## src/rtl/e18_out_logger.sv

```systemverilog
`default_nettype none
// ============================================================================
//  Module      : e18_out_logger
//  Description : Change-triggered capture of the e18 output vector into a
//                FWFT FIFO, with MISR signature and overflow drop counting.
//  Revision    : 1.0 - initial release
// ============================================================================
module e18_out_logger #(
    parameter int           W           = 12,
    parameter int           DEPTH       = 4,
    parameter int           TS_W        = 8,
    parameter logic [15:0]  MISR_POLY   = 16'hB400,
    parameter logic [15:0]  MISR_SEED   = 16'hFFFF,
    parameter bit           STOP_ON_OVF = 1'b0
) (
    input  logic                     clk,
    input  logic                     rst,
    input  logic                     en,
    input  logic                     clr,
    input  logic                     smp,
    input  logic [W-1:0]             y_in,
    output logic                     out_valid,
    input  logic                     out_ready,
    output logic [TS_W+W-1:0]        out_data,
    output logic [$clog2(DEPTH):0]   level,
    output logic                     ovf,
    output logic [7:0]               drop_cnt,
    output logic [15:0]              misr
);

    localparam int AW = $clog2(DEPTH);
    localparam int DW = TS_W + W;

    localparam logic [1:0] S_IDLE = 2'd0;
    localparam logic [1:0] S_RUN  = 2'd1;
    localparam logic [1:0] S_HALT = 2'd2;

    localparam logic [AW:0]     FULL_LVL = DEPTH[AW:0];
    localparam logic [AW:0]     CNT_ONE  = 1;
    localparam logic [AW-1:0]   PTR_ONE  = 1;
    localparam logic [TS_W-1:0] TS_ONE   = 1;

    logic [1:0]       state_q,  state_d;
    logic [DW-1:0]    mem_q     [DEPTH];
    logic [DW-1:0]    mem_d     [DEPTH];
    logic [AW-1:0]    wr_ptr_q, wr_ptr_d;
    logic [AW-1:0]    rd_ptr_q, rd_ptr_d;
    logic [AW:0]      count_q,  count_d;
    logic [TS_W-1:0]  ts_q,     ts_d;
    logic [W-1:0]     last_y_q, last_y_d;
    logic [15:0]      misr_q,   misr_d;
    logic             ovf_q,    ovf_d;
    logic [7:0]       drop_q,   drop_d;

    logic capture;
    logic push_req;
    logic full;
    logic pop;
    logic push;
    logic drop;

    function automatic logic [15:0] misr_step(input logic [15:0] s);
        return (s >> 1) ^ (s[0] ? MISR_POLY : 16'h0000);
    endfunction

    // A full FIFO still accepts a push when the head leaves on the same edge.
    always_comb begin
        capture  = (state_q == S_RUN) && smp;
        push_req = capture && (y_in != last_y_q);
        full     = (count_q == FULL_LVL);
        pop      = (count_q != '0) && out_ready;
        push     = push_req && (!full || pop);
        drop     = push_req && full && !pop;
    end

    always_comb begin
        state_d  = state_q;
        mem_d    = mem_q;
        wr_ptr_d = wr_ptr_q;
        rd_ptr_d = rd_ptr_q;
        count_d  = count_q;
        ts_d     = ts_q;
        last_y_d = last_y_q;
        misr_d   = misr_q;
        ovf_d    = ovf_q;
        drop_d   = drop_q;

        if (clr) begin
            state_d  = S_IDLE;
            wr_ptr_d = '0;
            rd_ptr_d = '0;
            count_d  = '0;
            ts_d     = '0;
            last_y_d = '0;
            misr_d   = MISR_SEED;
            ovf_d    = 1'b0;
            drop_d   = '0;
        end else begin
            case (state_q)
                S_IDLE:  if (en) state_d = S_RUN;
                S_RUN: begin
                    if (!en)                      state_d = S_IDLE;
                    else if (drop && STOP_ON_OVF) state_d = S_HALT;
                end
                S_HALT:  state_d = S_HALT;
                default: state_d = S_IDLE;
            endcase

            if (capture) begin
                ts_d     = ts_q + TS_ONE;
                misr_d   = misr_step(misr_q) ^ 16'(y_in);
                last_y_d = y_in;
            end

            if (push) begin
                mem_d[wr_ptr_q] = {ts_q, y_in};
                wr_ptr_d        = wr_ptr_q + PTR_ONE;
            end
            if (pop) begin
                rd_ptr_d = rd_ptr_q + PTR_ONE;
            end
            if (push && !pop) begin
                count_d = count_q + CNT_ONE;
            end else if (pop && !push) begin
                count_d = count_q - CNT_ONE;
            end

            if (drop) begin
                ovf_d = 1'b1;
                if (drop_q != 8'hFF) begin
                    drop_d = drop_q + 8'd1;
                end
            end
        end
    end

    always_ff @(posedge clk or negedge rst) begin
        if (!rst) begin
            state_q  <= S_IDLE;
            mem_q    <= '{default: '0};
            wr_ptr_q <= '0;
            rd_ptr_q <= '0;
            count_q  <= '0;
            ts_q     <= '0;
            last_y_q <= '0;
            misr_q   <= MISR_SEED;
            ovf_q    <= 1'b0;
            drop_q   <= '0;
        end else begin
            state_q  <= state_d;
            mem_q    <= mem_d;
            wr_ptr_q <= wr_ptr_d;
            rd_ptr_q <= rd_ptr_d;
            count_q  <= count_d;
            ts_q     <= ts_d;
            last_y_q <= last_y_d;
            misr_q   <= misr_d;
            ovf_q    <= ovf_d;
            drop_q   <= drop_d;
        end
    end

    assign out_valid = (count_q != '0);
    assign out_data  = out_valid ? mem_q[rd_ptr_q] : '0;
    assign level     = count_q;
    assign ovf       = ovf_q;
    assign drop_cnt  = drop_q;
    assign misr      = misr_q;

endmodule
`default_nettype wire
```

## config.mk

```make
export PLATFORM = sky130hd
export DESIGN_NAME = e18_out_logger
export DESIGN_NICKNAME = d
export VERILOG_FILES = /design/src/rtl/e18_out_logger.sv
export SDC_FILE = /design/constraint.sdc
export NUM_CORES = 1
export LEC_CHECK = 0
export BUFFER_PORTS_ARGS = -buffer_cell sky130_fd_sc_hd__buf_2
export CAP_MARGIN = 25
export CORE_MARGIN = 2
export CORE_UTILIZATION = 60
export CTS_CLUSTER_SIZE = 14
export DETAILED_ROUTE_END_ITERATION = 8
export GPL_TIMING_DRIVEN = 1
export PLACE_DENSITY = 0.81
export SYNTH_ARGS = -nofsm -noshare
export SYNTH_HDL_FRONTEND = slang
export SYNTH_SLANG_ARGS = --single-unit
```

## constraint.sdc

```tcl
create_clock -name clk -period 5.6 [get_ports clk]
set_clock_uncertainty 0.05 [all_clocks]
set_input_delay 0.56 -clock clk [delete_from_list [all_inputs] [get_ports clk]]
set_output_delay 0.56 -clock clk [all_outputs]
set_load 0.01 [all_outputs]
```

==> impl_metrics.tcl <==
set metrics [dict create \
    root_buffer "clkbuf_8" \
    cts.path.max_buffers 2 \
    cts-htree-levels 4 \
    synth_area_mm2 0.00668 \
    pwr-share-clk_pct 39.1 \
    hold_path_class "in2reg" \
    worstSetupPathType "reg2out" \
    wl_per_cell_um 19.1 \
    postLayoutCellArea_mm2 0.00754 \
    place.gp.congestion 0.767 \
    swShare_pct 28.1 \
    power.leakage_nw 3.56 \
    finalPower_mw 2.80 \
    ys.flop_type "dfrtp_1" \
    syn_inst 512 \
    final_cells 714 \
    die_h_um 109 \
    slew_viol_final 0 \
    rows 38 \
    firstDrtPassIters 4 \
    num_antenna_cells 0 \
    yosys-top-cells-area "dfrtp_1 (44%), mux2_1 (8.9%), mux2_4 (6.7%), mux4_2 (6.7%), dfstp_2 (6.3%)" \
    cts_sinks 134 \
    portBuffers 66 \
    power.share.combinational_pct 19.6 \
    synth_edf_count 0 \
    syn_nets 537 \
    crit_path_end_kind "output port" \
    max_slew.worst_pin.slew_ns 1.10 \
    hold_depth 2 \
    drtIter0Drc 204 \
    antenna_found_initial 0 \
    drive_gt1_share_pct 31.7 \
    synthArstFlopShare_pct 100 \
    avgSynthCellArea_um2 13.0 \
    seq_power_share_pct 41.3 \
    die_area_mm2 0.0120 \
    num_vias 4119 \
    status "finished clean" \
    ys_seq_area_share_pct 50.5 \
    cts.clk_slew.worst_paths_ns 0.06 \
    worst_slack_ns 2.60 \
    setup_viol 0 \
    clock_latency_ns 0.52 \
    switchingPower_uw 786 \
    ant_nets 0 \
    finish.utilization_pct 69.6 \
    ir_drop_mv 0.303 \
    slew_headroom_pct 26.7 \
    core_mm2 0.0108 \
    worstPathArrival_ns 2.39 \
    cts-resized-gates 0 \
    reg2reg_depth 9 \
    ios 67 \
    grt_max_degree 68 \
    cap_violations 0 \
    period_share_pct 53.6 \
    synth-seq-cells 134 \
    cts_buffers 17 \
    cp-start-kind "flip-flop" \
    power_density_mw_per_mm2 371 \
    postPlaceCellArea_mm2 0.00695 \
    holdWs_ns 0.250 \
    grt_pass1_wl_um 22500 \
    multi_input_area_mm2 0.00300 \
    yosys_warnings 0 \
    die_w_um 109 \
    layout.nets 586 \
    grt_overflow 0 \
    n_fill_cell 747 \
    grt_usage_pct 25.1 \
    synth_top_area_cell "dfrtp_1" \
    p_int_mw 2.01 \
    path_max_fanout 21 \
    hold_viol_final 0 \
    max_freq_mhz 333 \
    seq_area_mm2 0.00337 \
    setup_tns_ns 0 \
    timing.final.crit_period_ns 3.00 \
    required_ns 4.99 \
    netlist.area_leader.share_pct 44.2 \
    initial_core_util_pct 61.6 \
    dp_hpwl_um 8500 \
    routed_via_density 5.77 \
    preCtsSetupSlack_ns 2.47 \
    drc 0 \
    dp_cells 681 \
    synthToLayoutAreaGrowth_pct 13.0 \
    rsz0062_at_grt "no" \
    cts_tree "done" \
    synth_cell_types 43 \
    wl_um 13600 \
    grt_pass1_vias 4318 \
]
-- flip-flops by register name (all words and copies together) (netlist names) --
signal	cells
drop_cnt	8
state_q	2
last_y_q	12
mem_q	80
wr_ptr_q	2
rd_ptr_q	2
level	3
ovf	1
ts_q	8
misr	16
-- area by class of cell --
cell class / count / area share, %
clock inverter: 14 / 2.09
tap: 140 / 2.32
timing repair buffer: 72 / 5.04
multi-input combinational: 329 / 39.8
sequential: 134 / 44.7
clock buffer: 18 / 5.67
inverter: 7 / 0.348
-- logic make-up after synthesis --
kind of cell,after synthesis,synth area share [%]
AO/OA/AOI/OAI,39,3.97
XOR/XNOR,40,5.25
adder cells (fa/ha/maj),7,1.42
buffers and inverters,49,4.61
flip-flops,134,50.5
multiplexers,106,22.9
AND/OR/NAND/NOR,137,11.3
-- layer usage --
layer	share of wire [%]	GRT usage [%]
met2	49	39.8
met5	0	0
met4	1.2	6.60
met3	4.8	6.28
met1	45	35.0
-- critical path, stage by stage, from the launching register on --
cell and delay [ns]:
dfrtp_1 1.07, mux4_2 0.38, nor2b_1 0.24, buf_2 0.18
-- power by group through the flow --
stage | Clock [mW] | Combinational (mW) | Sequential [mW]
after floorplan | 0 | 0.420 | 1.11
final | 1.09 | 0.548 | 1.15
after global placement | 0 | 0.538 | 1.17
after detailed placement | 0 | 0.551 | 1.17
after CTS | 1.11 | 0.556 | 1.16
after global routing | 1.16 | 0.603 | 1.17
-- synth_stat cells, drive strengths merged, types with 3 or more instances --
| cell | instances |
|---|---|
| a211o | 14 |
| a21oi | 18 |
| buf | 27 |
| clkbuf | 15 |
| dfrtp | 118 |
| dfstp | 16 |
| ha | 6 |
| inv | 7 |
| mux2 | 83 |
| mux2i | 3 |
| mux4 | 20 |
| nand2 | 37 |
| nand3 | 9 |
| nand4 | 6 |
| nor2 | 39 |
| nor2b | 23 |
| nor3 | 6 |
| nor4 | 5 |
| o21ai | 4 |
| xnor2 | 34 |
| xor2 | 6 |
-- timing repair --
item | CTS | global route
hold buffers | 1 | 0
buffers inserted | 0 | 0
hold endpoints to repair | 18 | 0
-- path summary, 6_finish.rpt --
kind / end / startpoint / slack, ns
min reg2reg: state_q[1]$_DFFE_PN0P_ / state_q[0]$_DFFE_PN0P_ / 0.38
max reg2reg: level[2]$_DFFE_PN0P_ / last_y_q[5]$_DFFE_PN0P_ / 2.73
min: state_q[0]$_DFFE_PN0P_ / en / 0.25
max in group asynchronous: rd_ptr_q[0]$_DFFE_PN0P_ / rst / 3.85
min in group asynchronous: mem_q[24]$_DFFE_PN0P_ / rst / 0.44
max: out_data[0] / rd_ptr_q[1]$_DFFE_PN0P_ / 2.60
-- placed cells by master (no fill, tap or decap), drive strengths merged, types with 3 or more instances in the layout --
master	instances
dfrtp	118
mux2	83
buf	71
nor2	39
nand2	37
xnor2	34
nor2b	23
mux4	20
a21oi	18
clkbuf	18
dfstp	16
a211o	14
nand3	9
inv	8
clkinv	8
nand4	6
xor2	6
ha	6
nor3	6
nor4	5
o21ai	4
mux2i	3
bufinv	3
Power figures use the tool's default switching activity.
